## src/rtl/gpu_irq_req.sv

```systemverilog
// GPU IRQ request sequencer. GP0 0x1F queues an IRQ request. Each queued request raises
// o_setIRQ only after the draw pipeline has been idle long enough. GP1 acks and resets are handled here too.
module gpu_irq_req #(
  parameter int unsigned SETTLE_CYCLES = 2
) (
  input  logic       i_clk,
  input  logic       i_nRst,
  input  logic       i_gp0Valid,
  input  logic [7:0] i_gp0Opcode,
  output logic       o_gp0Ready,
  input  logic       i_gp1Valid,
  input  logic [7:0] i_gp1Opcode,
  input  logic       i_drawBusy,
  output logic       o_setIRQ,
  output logic       o_rstIRQ,
  output logic [1:0] o_pendCnt,
  output logic       o_irqBusy
);

  typedef enum logic [1:0] {
    IDLE      = 2'd0,
    WAIT_IDLE = 2'd1,
    FIRE      = 2'd2
  } state_e;

  localparam logic [3:0] SETTLE = 4'(SETTLE_CYCLES);

  state_e     state_q, state_d;
  logic [1:0] pend_q, pend_d;
  logic [3:0] settle_q, settle_d;
  logic       rst_irq_q, rst_irq_d;

  logic gp0_inc;
  logic gp1_clr;
  logic fire_go;

  assign o_gp0Ready = (pend_q != 2'd3);
  assign gp0_inc    = i_gp0Valid && o_gp0Ready && (i_gp0Opcode == 8'h1F);
  assign gp1_clr    = i_gp1Valid && ((i_gp1Opcode == 8'h00) || (i_gp1Opcode == 8'h01));
  assign rst_irq_d  = i_gp1Valid && ((i_gp1Opcode == 8'h00) || (i_gp1Opcode == 8'h02));
  // A pending acknowledge pulse blocks the FIRE pulse, so set and reset never overlap.
  assign fire_go    = (state_q == FIRE) && !rst_irq_q;

  always_ff @(posedge i_clk or negedge i_nRst) begin
    if (!i_nRst) begin
      state_q   <= IDLE;
      pend_q    <= '0;
      settle_q  <= '0;
      rst_irq_q <= 1'b0;
    end else begin
      state_q   <= state_d;
      pend_q    <= pend_d;
      settle_q  <= settle_d;
      rst_irq_q <= rst_irq_d;
    end
  end

  always_comb begin
    pend_d = pend_q;
    if (gp1_clr) begin
      pend_d = '0;
    end else if (gp0_inc && !fire_go) begin
      pend_d = pend_q + 2'd1;
    end else if (!gp0_inc && fire_go && (pend_q != 2'd0)) begin
      pend_d = pend_q - 2'd1;
    end
  end

  always_comb begin
    state_d  = state_q;
    settle_d = settle_q;
    if (gp1_clr) begin
      state_d  = IDLE;
      settle_d = '0;
    end else begin
      unique case (state_q)
        IDLE: begin
          if (pend_q != 2'd0) begin
            state_d  = WAIT_IDLE;
            settle_d = '0;
          end
        end
        WAIT_IDLE: begin
          if (settle_q >= SETTLE) begin
            state_d  = FIRE;
            settle_d = '0;
          end else if (i_drawBusy) begin
            settle_d = '0;
          end else begin
            settle_d = settle_q + 4'd1;
          end
        end
        FIRE: begin
          if (fire_go) begin
            settle_d = '0;
            state_d  = (pend_d != 2'd0) ? WAIT_IDLE : IDLE;
          end
        end
        default: begin
          state_d  = IDLE;
          settle_d = '0;
        end
      endcase
    end
  end

  always_comb begin
    o_setIRQ  = fire_go;
    o_rstIRQ  = rst_irq_q;
    o_pendCnt = pend_q;
    o_irqBusy = (state_q != IDLE);
  end

endmodule

```

## config.mk

```make
export PLATFORM = sky130hd
export DESIGN_NAME = gpu_irq_req
export DESIGN_NICKNAME = d
export VERILOG_FILES = /design/src/rtl/gpu_irq_req.sv
export SDC_FILE = /design/constraint.sdc
export NUM_CORES = 1
export LEC_CHECK = 0
export BUFFER_PORTS_ARGS = -buffer_cell sky130_fd_sc_hd__buf_2
export CAP_MARGIN = 25
export CORE_MARGIN = 4
export CORE_UTILIZATION = 44
export CTS_CLUSTER_SIZE = 12
export DETAILED_ROUTE_END_ITERATION = 16
export GPL_TIMING_DRIVEN = 0
export MAX_ROUTING_LAYER = met4
export PLACE_DENSITY = 0.84
export SYNTH_ARGS = -nofsm -noshare
export SYNTH_HDL_FRONTEND = slang
export SYNTH_SLANG_ARGS = --single-unit
```

## constraint.sdc

```tcl
create_clock -name i_clk -period 2.45 [get_ports i_clk]
set_input_delay 0.6125 -clock i_clk [delete_from_list [all_inputs] [get_ports i_clk]]
set_output_delay 0.6125 -clock i_clk [all_outputs]
set_load 0.01 [all_outputs]
```

Word level (Yosys, flattened, before mapping)
Index checks and enable logic that the tools add are counted.

Add/sub/neg operators: 3. Magnitude comparators: 1. Equality and inequality tests: 9. Muxes and demuxes: 15. Reduce and logical (&&, ||, !) cells: 20.

Operators by type and width (count): two-way mux 4 bit (5); two-way mux 2 bit (7); case mux 4 bit (3 select lines) (1); != test 3 bit (second input constant) (3); == test 8 x 1 -> 1 bit (second input constant) (1); == test 8 x 2 -> 1 bit (second input constant) (1); == test 8 x 5 -> 1 bit (second input constant) (1); logical AND 1 bit (8); logical NOT 8 bit (1); case mux 2 bit (3 select lines) (1); nonzero test 2 bit (3); adder 4 x 1 -> 4 bit (second input constant) (1); >= comparator 4 x 2 -> 1 bit (second input constant) (1); logical NOT 1 bit (3); AND reduction 3 bit (1); adder 2 x 1 -> 2 bit (second input constant) (1); == test 2 x 1 -> 1 bit (second input constant) (1); == test 2 bit (second input constant) (1); logical NOT 2 bit (1); logical OR 1 bit (2); != test 2 bit (second input constant) (1); AND reduction 2 bit (1); subtractor 2 x 1 -> 2 bit (second input constant) (1); two-way mux 1 bit (1).

Flip-flop bits (word level): 9. Bits of input ports: 21. Output and inout bits: 6. Logic and storage cells: 52.

Depth between registers and ports, before layout
Gate-level depths: netlist (run 1).

Depth after elaboration: 14. Gate-level depth with buffers: 7. Mapped depth without buffers: 7.

Least setup slack after synthesis (run 1)
No wires, ideal clock.

Kind: input -> register. Start: input port i_gp0Opcode[5]. End: register state_q[0]. Library setup time: 136 ps. Arrival time: 2016 ps. Setup slack: 299 ps. Cell stages on the path: 5. Cell sequence: or4b_4 o31a_1 or3_1 a211oi_2 o32ai_1.

Word-level cells in the longest chain between the ends: 13. Elaborated cells between the ends (all ways): 14.

RTL lines: from (decl) (RTL line 9) `input logic [7:0] i_gp0Opcode,`; == test 8 x 5 -> 1 bit * (RTL line 38) `assign gp0_inc = i_gp0Valid && o_gp0Ready && (i_gp0Opcode == 8'h1F);`; logical AND 1 bit * (RTL line 38); logical NOT 1 bit (RTL line 64) `end else if (!gp0_inc && fire_go && (pend_q != 2'd0)) begin`; logical AND 1 bit (2 in a row) (RTL line 64); two-way mux 2 bit (RTL line 64); two-way mux 2 bit * (RTL line 62) `end else if (gp0_inc && !fire_go) begin`; two-way mux 2 bit * (RTL line 60) `if (gp1_clr) begin`; nonzero test 2 bit * (RTL line 96) `state_d = (pend_d != 2'd0) ? WAIT_IDLE : IDLE;`; two-way mux 1 bit * (RTL line 96); two-way mux 2 bit * (RTL line 94) `if (fire_go) begin`; case mux 2 bit (3 select lines) * (RTL line 76) `unique case (state_q)`; two-way mux 2 bit * (RTL line 72) `if (gp1_clr) begin`; to (signal assigned) (RTL line 51) `state_q <= state_d;`; to (decl) (RTL line 28) `state_e state_q, state_d;`.

Mark *: on every way between the ends. The rest lies on a longest branch, timed or not. The select of a mux whose other input is x is not followed. A chain may end at the register's enable or synchronous reset.

Worst setup path in the final report (run 1)
Same ends and word-level chain as after synthesis.

==> results of run 1 <==
## per-layer routing
metal / GRT usage [%] / part of all wire, % / vias up
met2: 35.0 / 56 / 13
met3: 2.39 / 4.6 / 2
li1: - / - / 310
met4: 5.26 / 0.67 / 0
met5: - / 0 / -
met1: 19.3 / 39 / 289
## sequential cells by signal, summed over array words and instances, names as in the netlist
| name | cells |
|---|---|
| o_rstIRQ | 1 |
| settle_q | 4 |
| state_q | 2 |
| o_pendCnt | 2 |
## cell families after synthesis
logic type,count (synthesis),share of synthesized area (%)
flops,9,37.1
simple gates,32,31.8
fa+ha+maj,4,8.25
compound gates,15,17.7
buf+inv,8,5.15
## cell type report
| type | count | area [sq um] |
|---|---|---|
| buffer | 1 | 5.00 |
| clock buffer | 4 | 26.3 |
| fill | 121 | 519 |
| inverter | 7 | 26.3 |
| multi-input combinational | 51 | 350 |
| sequential | 9 | 225 |
| tap | 15 | 18.8 |
| timing repair buffer | 26 | 130 |
## layout by cell type (no fill, tap or decap)
cell type                   n
sky130_fd_sc_hd__ha_1       4
sky130_fd_sc_hd__or4b_4     1
sky130_fd_sc_hd__o21a_1     1
sky130_fd_sc_hd__o21ai_0    3
sky130_fd_sc_hd__buf_2     27
sky130_fd_sc_hd__a211oi_2   1
sky130_fd_sc_hd__nand4b_1   2
sky130_fd_sc_hd__or3b_2     1
sky130_fd_sc_hd__nor4b_1    1
sky130_fd_sc_hd__o31ai_1    2
sky130_fd_sc_hd__clkbuf_4   3
sky130_fd_sc_hd__a21oi_1    4
sky130_fd_sc_hd__clkbuf_1   1
sky130_fd_sc_hd__and3b_2    1
sky130_fd_sc_hd__o31a_1     1
sky130_fd_sc_hd__or4b_1     1
sky130_fd_sc_hd__nor2_1    10
sky130_fd_sc_hd__nand2_1    4
sky130_fd_sc_hd__dfrtp_1    9
sky130_fd_sc_hd__inv_1      7
sky130_fd_sc_hd__or3b_1     1
sky130_fd_sc_hd__or3_1      2
sky130_fd_sc_hd__o221a_2    1
sky130_fd_sc_hd__nand3_1    1
sky130_fd_sc_hd__a221oi_1   1
sky130_fd_sc_hd__nor3_2     1
sky130_fd_sc_hd__o32ai_1    1
sky130_fd_sc_hd__nor3_1     2
sky130_fd_sc_hd__nor4_1     2
sky130_fd_sc_hd__or2_2      2
## synth_stat cells
library cell	number	area share, %
sky130_fd_sc_hd__a211oi_2	1	2.1
sky130_fd_sc_hd__a21oi_1	4	3.3
sky130_fd_sc_hd__a221oi_1	1	1.4
sky130_fd_sc_hd__and3b_2	1	1.6
sky130_fd_sc_hd__buf_2	1	0.82
sky130_fd_sc_hd__dfrtp_1	9	37
sky130_fd_sc_hd__ha_1	4	8.2
sky130_fd_sc_hd__inv_1	7	4.3
sky130_fd_sc_hd__nand2_1	4	2.5
sky130_fd_sc_hd__nand3_1	1	0.82
sky130_fd_sc_hd__nand4b_1	2	2.9
sky130_fd_sc_hd__nor2_1	10	6.2
sky130_fd_sc_hd__nor3_1	2	1.6
sky130_fd_sc_hd__nor3_2	1	1.6
sky130_fd_sc_hd__nor4_1	2	2.1
sky130_fd_sc_hd__nor4b_1	1	1.4
sky130_fd_sc_hd__o21a_1	1	1.2
sky130_fd_sc_hd__o21ai_0	3	2.5
sky130_fd_sc_hd__o221a_2	1	1.9
sky130_fd_sc_hd__o31a_1	1	1.4
sky130_fd_sc_hd__o31ai_1	2	2.5
sky130_fd_sc_hd__o32ai_1	1	1.4
sky130_fd_sc_hd__or2_2	2	2.1
sky130_fd_sc_hd__or3_1	2	2.1
sky130_fd_sc_hd__or3b_1	1	1.4
sky130_fd_sc_hd__or3b_2	1	1.4
sky130_fd_sc_hd__or4b_1	1	1.6
sky130_fd_sc_hd__or4b_4	1	2.3
## how the worst min path moves through the flow
stage	startpoint	to	slack, ns	cells past startpoint
6_report	i_nRst	settle_q[2]$_DFFE_PN0P_	0.20	1
4_1_cts	i_nRst	state_q[0]$_DFFE_PN0P_	0.20	1
3_5_place_dp	i_nRst	settle_q[2]$_DFFE_PN0P_	0.48	1
5_1_grt	i_nRst	settle_q[3]$_DFFE_PN0P_	0.20	1
2_1_floorplan	i_nRst	o_pendCnt[0]$_DFF_PN0_	0.32	0
3_3_place_gp	i_nRst	settle_q[3]$_DFFE_PN0P_	0.47	1
## power by group through the flow
| stage | sequential [mW] | combinational (mW) | clock [mW] |
|---|---|---|---|
| 4_1_cts | 0.224 | 0.342 | 0.116 |
| 2_1_floorplan | 0.227 | 0.244 | 0 |
| 5_1_grt | 0.231 | 0.386 | 0.128 |
| 3_5_place_dp | 0.228 | 0.339 | 0 |
| 6_report | 0.224 | 0.344 | 0.117 |
| 3_3_place_gp | 0.226 | 0.322 | 0 |
## stage by stage
step	cell area, sq um	setup WS (ns)	cells
after floorplan	607	0.299	68
after global placement	756	0.0843	109
after detailed placement	756	-0.0296	109
after CTS	782	0.233	113
after global routing	782	0.100	113
final	782	0.229	113
==> metrics.txt, run 1 <==
# TYPE chip_impl_metric gauge
chip_impl_info{name="run_status",value="complete, no violations"} 1
chip_impl_metric{name="boundaryPins",unit=""} 27
chip_impl_metric{name="fp.dieH",unit="um"} 45.1
chip_impl_metric{name="post-dp-hpwl",unit="um"} 1270
chip_impl_metric{name="clock_tree.buffer_depth",unit=""} 2
chip_impl_metric{name="post-layout-total-power",unit="uW"} 686
chip_impl_metric{name="cellInternalPower",unit="uW"} 408
chip_impl_metric{name="cts_hold_buf",unit=""} 0
chip_impl_metric{name="critical_path_cell_count",unit=""} 6
chip_impl_metric{name="power.combinational.fraction",unit="%"} 50.2
chip_impl_metric{name="vias_per_cell",unit=""} 5.43
chip_impl_metric{name="finClkSkew",unit="ns"} 0.000903
chip_impl_metric{name="global_route_wire_length_before_repair",unit="um"} 2690
chip_impl_metric{name="max_stage_delay",unit="ns"} 0.55
chip_impl_info{name="cp-endpoint",value="state_q[0]$_DFFE_PN0P_"} 1
chip_impl_metric{name="cts-buffers-inserted",unit=""} 3
chip_impl_metric{name="final.hold.worst_slack",unit="ns"} 0.195
chip_impl_metric{name="layout_min_cycle_time",unit="ns"} 2.22
chip_impl_metric{name="overflow_left_after_global_routing",unit=""} 0
chip_impl_metric{name="antennaDiodeCount",unit=""} 0
chip_impl_metric{name="r2r_cells",unit=""} 6
chip_impl_metric{name="clkSlewWorstSetupHoldPaths",unit="ns"} 0.07
chip_impl_metric{name="first_global_vias",unit=""} 652
chip_impl_metric{name="portion_of_total_power_attributed_to_sequential_cells",unit="%"} 32.7
chip_impl_metric{name="regToRegSetupSlack",unit="ns"} 0.37
chip_impl_metric{name="numClockSinks",unit=""} 9
chip_impl_metric{name="critical_path_required",unit="ns"} 2.57
chip_impl_metric{name="path_max_fanout",unit=""} 4
chip_impl_metric{name="initial_core_util",unit="%"} 46.6
chip_impl_metric{name="yosysSeqAreaShare",unit="%"} 37.1
chip_impl_metric{name="grt_max_degree",unit=""} 11
chip_impl_metric{name="post_synth_num_cell_types",unit=""} 28
chip_impl_metric{name="drt.antenna.violating_nets",unit=""} 0
chip_impl_metric{name="syn_to_final_growth",unit="%"} 28.9
chip_impl_metric{name="path_buf_inv",unit=""} 1
chip_impl_info{name="critical-path-slowest-cell",value="sky130_fd_sc_hd__or4b_4"} 1
chip_impl_metric{name="cellPowerDensity",unit="mW/mm^2"} 877
chip_impl_metric{name="die_width",unit="um"} 45.1
chip_impl_metric{name="vdd_drop_max",unit="mV"} 0.469
chip_impl_info{name="clockRootBuffer",value="sky130_fd_sc_hd__clkbuf_4"} 1
chip_impl_metric{name="port_buffers",unit=""} 26
chip_impl_info{name="worst_setup_path_startpoint",value="i_gp0Opcode[5]"} 1
chip_impl_metric{name="p_sw_share",unit="%"} 40.5
chip_impl_metric{name="final.period_utilization",unit="%"} 90.6
chip_impl_metric{name="globalRouteTotalUtil",unit="%"} 18.4
chip_impl_metric{name="power.leakage",unit="nW"} 0.386
chip_impl_info{name="critical_path.endpoint_type",value="register"} 1
chip_impl_metric{name="final_util",unit="%"} 60.1
chip_impl_metric{name="layout.nets",unit=""} 124
chip_impl_metric{name="pwr-share-clk",unit="%"} 17.1
chip_impl_info{name="worstReg2RegStart",value="o_pendCnt[1]$_DFF_PN0_"} 1
chip_impl_metric{name="drt_iter0_markers",unit=""} 19
chip_impl_metric{name="yosysWarnings",unit=""} 0
chip_impl_metric{name="post_synth_instance_area",unit="sq um"} 607
chip_impl_info{name="path_delay_family",value="simple AND/OR/NAND/NOR gates"} 1
chip_impl_metric{name="crit_arrival",unit="ns"} 2.35
chip_impl_info{name="crit_path_start_kind",value="input pin"} 1
chip_impl_metric{name="routed_wirelength",unit="um"} 1490
chip_impl_metric{name="detail_route.wl_per_cell",unit="um"} 13.2
chip_impl_metric{name="synth-seq-cells",unit=""} 9
chip_impl_metric{name="drv_slew",unit=""} 0
chip_impl_metric{name="synthesis.nets",unit=""} 93
chip_impl_info{name="cts_tree",value="yes"} 1
chip_impl_metric{name="relSlewSlack",unit="%"} 65.6
chip_impl_metric{name="timing_hold_violations_final",unit=""} 0
chip_impl_metric{name="row_count",unit=""} 13
chip_impl_metric{name="post_cts.repair.setup_buffers",unit=""} 0
chip_impl_metric{name="post_route_cells_drive_above_1_share",unit="%"} 38.8
chip_impl_metric{name="coreArea",unit="sq mm"} 0.00130
chip_impl_info{name="critical_path_cell_list",value="buf_2 -> or4b_4 -> nor4_1 -> o21ai_0 -> a211oi_2 -> o32ai_1"} 1
chip_impl_metric{name="fmax",unit="GHz"} 0.450
chip_impl_metric{name="max-cap-violations",unit=""} 0
chip_impl_metric{name="drtPass1Iterations",unit=""} 4
chip_impl_metric{name="number_of_vias_in_the_routed_layout",unit=""} 614
chip_impl_metric{name="power.switching",unit="uW"} 278
chip_impl_metric{name="resize_count_post_cts",unit=""} 0
chip_impl_metric{name="floorplan.die_area",unit="sq mm"} 0.00204
chip_impl_metric{name="grt_antenna_before_repair",unit=""} 0
chip_impl_info{name="timing_worst_setup_path_type",value="input pin to register"} 1
chip_impl_metric{name="cts_max_level",unit=""} 1
chip_impl_metric{name="syn-instance-count",unit=""} 68
chip_impl_info{name="hold_path_class",value="input pin to async pin"} 1
chip_impl_metric{name="fin_tns_setup",unit="ns"} 0
chip_impl_info{name="rsz0062_at_grt",value="no"} 1
chip_impl_metric{name="synthesis.area_per_instance",unit="sq um"} 8.92
chip_impl_metric{name="route.detailed.drc",unit=""} 0
chip_impl_info{name="timing.rr.end",value="state_q[0]$_DFFE_PN0P_"} 1
chip_impl_metric{name="insertion_delay",unit="ns"} 0.25
chip_impl_metric{name="setup_viol",unit=""} 0
chip_impl_metric{name="worst_slew_pin_slew",unit="ns"} 0.511
chip_impl_metric{name="gp_congestion",unit=""} 0.885
Note: power is estimated with default switching activity, not from simulation.
==> run 2, diff against run 1 <==
--- a/config.mk
+++ b/config.mk
@@ -11,7 +11,7 @@
 export CORE_UTILIZATION = 44
 export CTS_CLUSTER_SIZE = 12
 export DETAILED_ROUTE_END_ITERATION = 16
-export GPL_TIMING_DRIVEN = 0
+export GPL_TIMING_DRIVEN = 1
 export MAX_ROUTING_LAYER = met4
 export PLACE_DENSITY = 0.84
 export SYNTH_ARGS = -nofsm -noshare
==> metrics.txt, run 2 (same netlist as run 1, synthesis figures left out) <==
# TYPE chip_impl_metric gauge
chip_impl_info{name="run_status",value="complete, no violations"} 1
chip_impl_metric{name="dpl_worst_slack",unit="ns"} 0.110
chip_impl_metric{name="route.detailed.drc",unit=""} 0
chip_impl_metric{name="crit_arrival",unit="ns"} 2.22
chip_impl_metric{name="layout_min_cycle_time",unit="ns"} 2.07
chip_impl_metric{name="portion_of_total_power_attributed_to_sequential_cells",unit="%"} 36.5
chip_impl_metric{name="final_util",unit="%"} 60.3
chip_impl_metric{name="drv_slew",unit=""} 0
chip_impl_info{name="cp-endpoint",value="state_q[0]$_DFFE_PN0P_"} 1
chip_impl_metric{name="drt.antenna.violating_nets",unit=""} 0
chip_impl_metric{name="filler_cell_count",unit=""} 116
chip_impl_metric{name="coreArea",unit="sq mm"} 0.00130
chip_impl_metric{name="die_width",unit="um"} 45.1
chip_impl_info{name="worst_setup_path_startpoint",value="i_gp0Opcode[5]"} 1
chip_impl_info{name="critical_path.endpoint_type",value="register"} 1
chip_impl_metric{name="timing_hold_violations_final",unit=""} 0
chip_impl_metric{name="post-dp-hpwl",unit="um"} 1160
chip_impl_metric{name="clock_tree.buffer_depth",unit=""} 2
chip_impl_metric{name="gp_congestion",unit=""} 0.780
chip_impl_metric{name="drt_iter0_markers",unit=""} 13
chip_impl_metric{name="pwr-share-clk",unit="%"} 17.1
chip_impl_metric{name="cts_hold_buf",unit=""} 0
chip_impl_metric{name="grt_max_degree",unit=""} 11
chip_impl_metric{name="p_sw_share",unit="%"} 40.3
chip_impl_metric{name="grt_antenna_before_repair",unit=""} 0
chip_impl_metric{name="row_count",unit=""} 13
chip_impl_info{name="rsz0062_at_grt",value="no"} 1
chip_impl_metric{name="cts_max_level",unit=""} 1
chip_impl_info{name="most_common_library_cell_in_the_layout_ignoring_fill_and_taps",value="sky130_fd_sc_hd__buf_2"} 1
chip_impl_metric{name="boundaryPins",unit=""} 27
chip_impl_metric{name="fin_tns_setup",unit="ns"} 0
chip_impl_metric{name="worst_slack",unit="ns"} 0.376
chip_impl_metric{name="critical_path_required",unit="ns"} 2.59
chip_impl_metric{name="vdd_drop_max",unit="mV"} 0.414
chip_impl_metric{name="post_route_cells_drive_above_1_share",unit="%"} 38.8
chip_impl_metric{name="detail_route.wl_per_cell",unit="um"} 12.5
chip_impl_metric{name="final.period_utilization",unit="%"} 84.6
chip_impl_metric{name="cellInternalPower",unit="uW"} 403
chip_impl_metric{name="relSlewSlack",unit="%"} 68.2
chip_impl_metric{name="routed_wirelength",unit="um"} 1410
chip_impl_info{name="cts_tree",value="yes"} 1
chip_impl_metric{name="layout.nets",unit=""} 124
chip_impl_info{name="crit_path_start_kind",value="input pin"} 1
chip_impl_metric{name="clkSlewWorstSetupHoldPaths",unit="ns"} 0.06
chip_impl_info{name="largest_register",value="settle_q"} 1
chip_impl_metric{name="power.combinational.fraction",unit="%"} 46.3
chip_impl_info{name="worstReg2RegStart",value="o_pendCnt[0]$_DFF_PN0_"} 1
chip_impl_metric{name="insertion_delay",unit="ns"} 0.26
chip_impl_metric{name="overflow_left_after_global_routing",unit=""} 0
chip_impl_metric{name="worst_slew_pin_slew",unit="ns"} 0.473
chip_impl_metric{name="fp.dieH",unit="um"} 45.1
chip_impl_metric{name="numClockSinks",unit=""} 9
chip_impl_metric{name="port_buffers",unit=""} 26
chip_impl_metric{name="globalRouteTotalUtil",unit="%"} 16.6
chip_impl_info{name="timing.rr.end",value="state_q[0]$_DFFE_PN0P_"} 1
chip_impl_metric{name="setup_viol",unit=""} 0
chip_impl_metric{name="largest_register_ff_count",unit=""} 4
chip_impl_metric{name="first_global_vias",unit=""} 584
chip_impl_metric{name="initial_core_util",unit="%"} 46.6
chip_impl_metric{name="power.switching",unit="uW"} 272
chip_impl_metric{name="global_route_wire_length_before_repair",unit="um"} 2340
chip_impl_metric{name="floorplan.die_area",unit="sq mm"} 0.00204
chip_impl_metric{name="regToRegSetupSlack",unit="ns"} 0.50
chip_impl_metric{name="vias_per_cell",unit=""} 5.34
chip_impl_info{name="mostFrequentLayoutCells",value="sky130_fd_sc_hd__buf_2, sky130_fd_sc_hd__nor2_1, sky130_fd_sc_hd__dfrtp_1"} 1
chip_impl_metric{name="number_of_vias_in_the_routed_layout",unit=""} 603
chip_impl_info{name="hold_path_class",value="input pin to async pin"} 1
chip_impl_metric{name="r2r_cells",unit=""} 6
chip_impl_metric{name="antennaDiodeCount",unit=""} 0
chip_impl_metric{name="fmax",unit="GHz"} 0.482
chip_impl_metric{name="cellPowerDensity",unit="mW/mm^2"} 860
chip_impl_metric{name="syn_to_final_growth",unit="%"} 29.3
chip_impl_metric{name="finClkSkew",unit="ns"} 0.00154
chip_impl_info{name="timing_worst_setup_path_type",value="input pin to register"} 1
chip_impl_info{name="clockRootBuffer",value="sky130_fd_sc_hd__clkbuf_4"} 1
chip_impl_metric{name="power.leakage",unit="nW"} 0.388
chip_impl_metric{name="post-layout-total-power",unit="uW"} 675
chip_impl_metric{name="drtPass1Iterations",unit=""} 4
chip_impl_metric{name="path_max_fanout",unit=""} 4
chip_impl_metric{name="cts-buffers-inserted",unit=""} 3
chip_impl_metric{name="resize_count_post_cts",unit=""} 0
chip_impl_metric{name="max-cap-violations",unit=""} 0
chip_impl_metric{name="post_cts.repair.setup_buffers",unit=""} 0
==> run 2: how the worst min path moves through the flow <==
stage	end	slack [ns]	start
3_5_place_dp	settle_q[2]$_DFFE_PN0P_	0.48	i_nRst
3_3_place_gp	settle_q[2]$_DFFE_PN0P_	0.47	i_nRst
6_report	settle_q[2]$_DFFE_PN0P_	0.19	i_nRst
4_1_cts	settle_q[0]$_DFFE_PN0P_	0.19	i_nRst
5_1_grt	settle_q[2]$_DFFE_PN0P_	0.19	i_nRst
2_1_floorplan	o_pendCnt[0]$_DFF_PN0_	0.32	i_nRst
==> run 2: critical path, cell delays in order <==
cell and delay [ns]:
sky130_fd_sc_hd__buf_2 0.09, sky130_fd_sc_hd__or4b_4 0.55, sky130_fd_sc_hd__nor4_1 0.38, sky130_fd_sc_hd__o21ai_0 0.22, sky130_fd_sc_hd__a211oi_2 0.26, sky130_fd_sc_hd__o32ai_1 0.10
==> run 2: layout make-up <==
cell class | instances | area, sq um | share of cell area [%]
clock buffer | 4 | 26.3 | 3.35
inverter | 7 | 26.3 | 3.35
multi-input combinational | 51 | 350 | 44.7
sequential | 9 | 225 | 28.7
tap | 15 | 18.8 | 2.39
timing repair buffer | 27 | 138 | 17.5
==> run 2: per-layer routing <==
layer | vias to the layer above | wire [um] | part of all wire [%] | track usage, %
met2 | 17 | 691 | 49 | 26.3
met3 | 4 | 97 | 6.9 | 6.37
met1 | 276 | 604 | 43 | 18.4
met5 | - | 0 | 0 | -
met4 | 0 | 17 | 1.2 | 7.02
li1 | 306 | - | - | -
==> run 2: power groups by stage <==
stage | clock network [mW] | logic, mW | registers (mW)
2_1_floorplan | 0 | 0.244 | 0.227
3_3_place_gp | 0 | 0.302 | 0.245
3_5_place_dp | 0 | 0.310 | 0.247
4_1_cts | 0.120 | 0.313 | 0.245
5_1_grt | 0.127 | 0.358 | 0.256
6_report | 0.116 | 0.313 | 0.247
==> run 2: through the flow <==
stage / std cells / hold slack [ns] / area (sq um)
global route: 113 / 0.193 / 785
finish: 113 / 0.189 / 785
detailed placement: 109 / 0.478 / 758
global placement: 109 / 0.470 / 758
CTS: 113 / 0.190 / 785
floorplan: 68 / 0.317 / 607
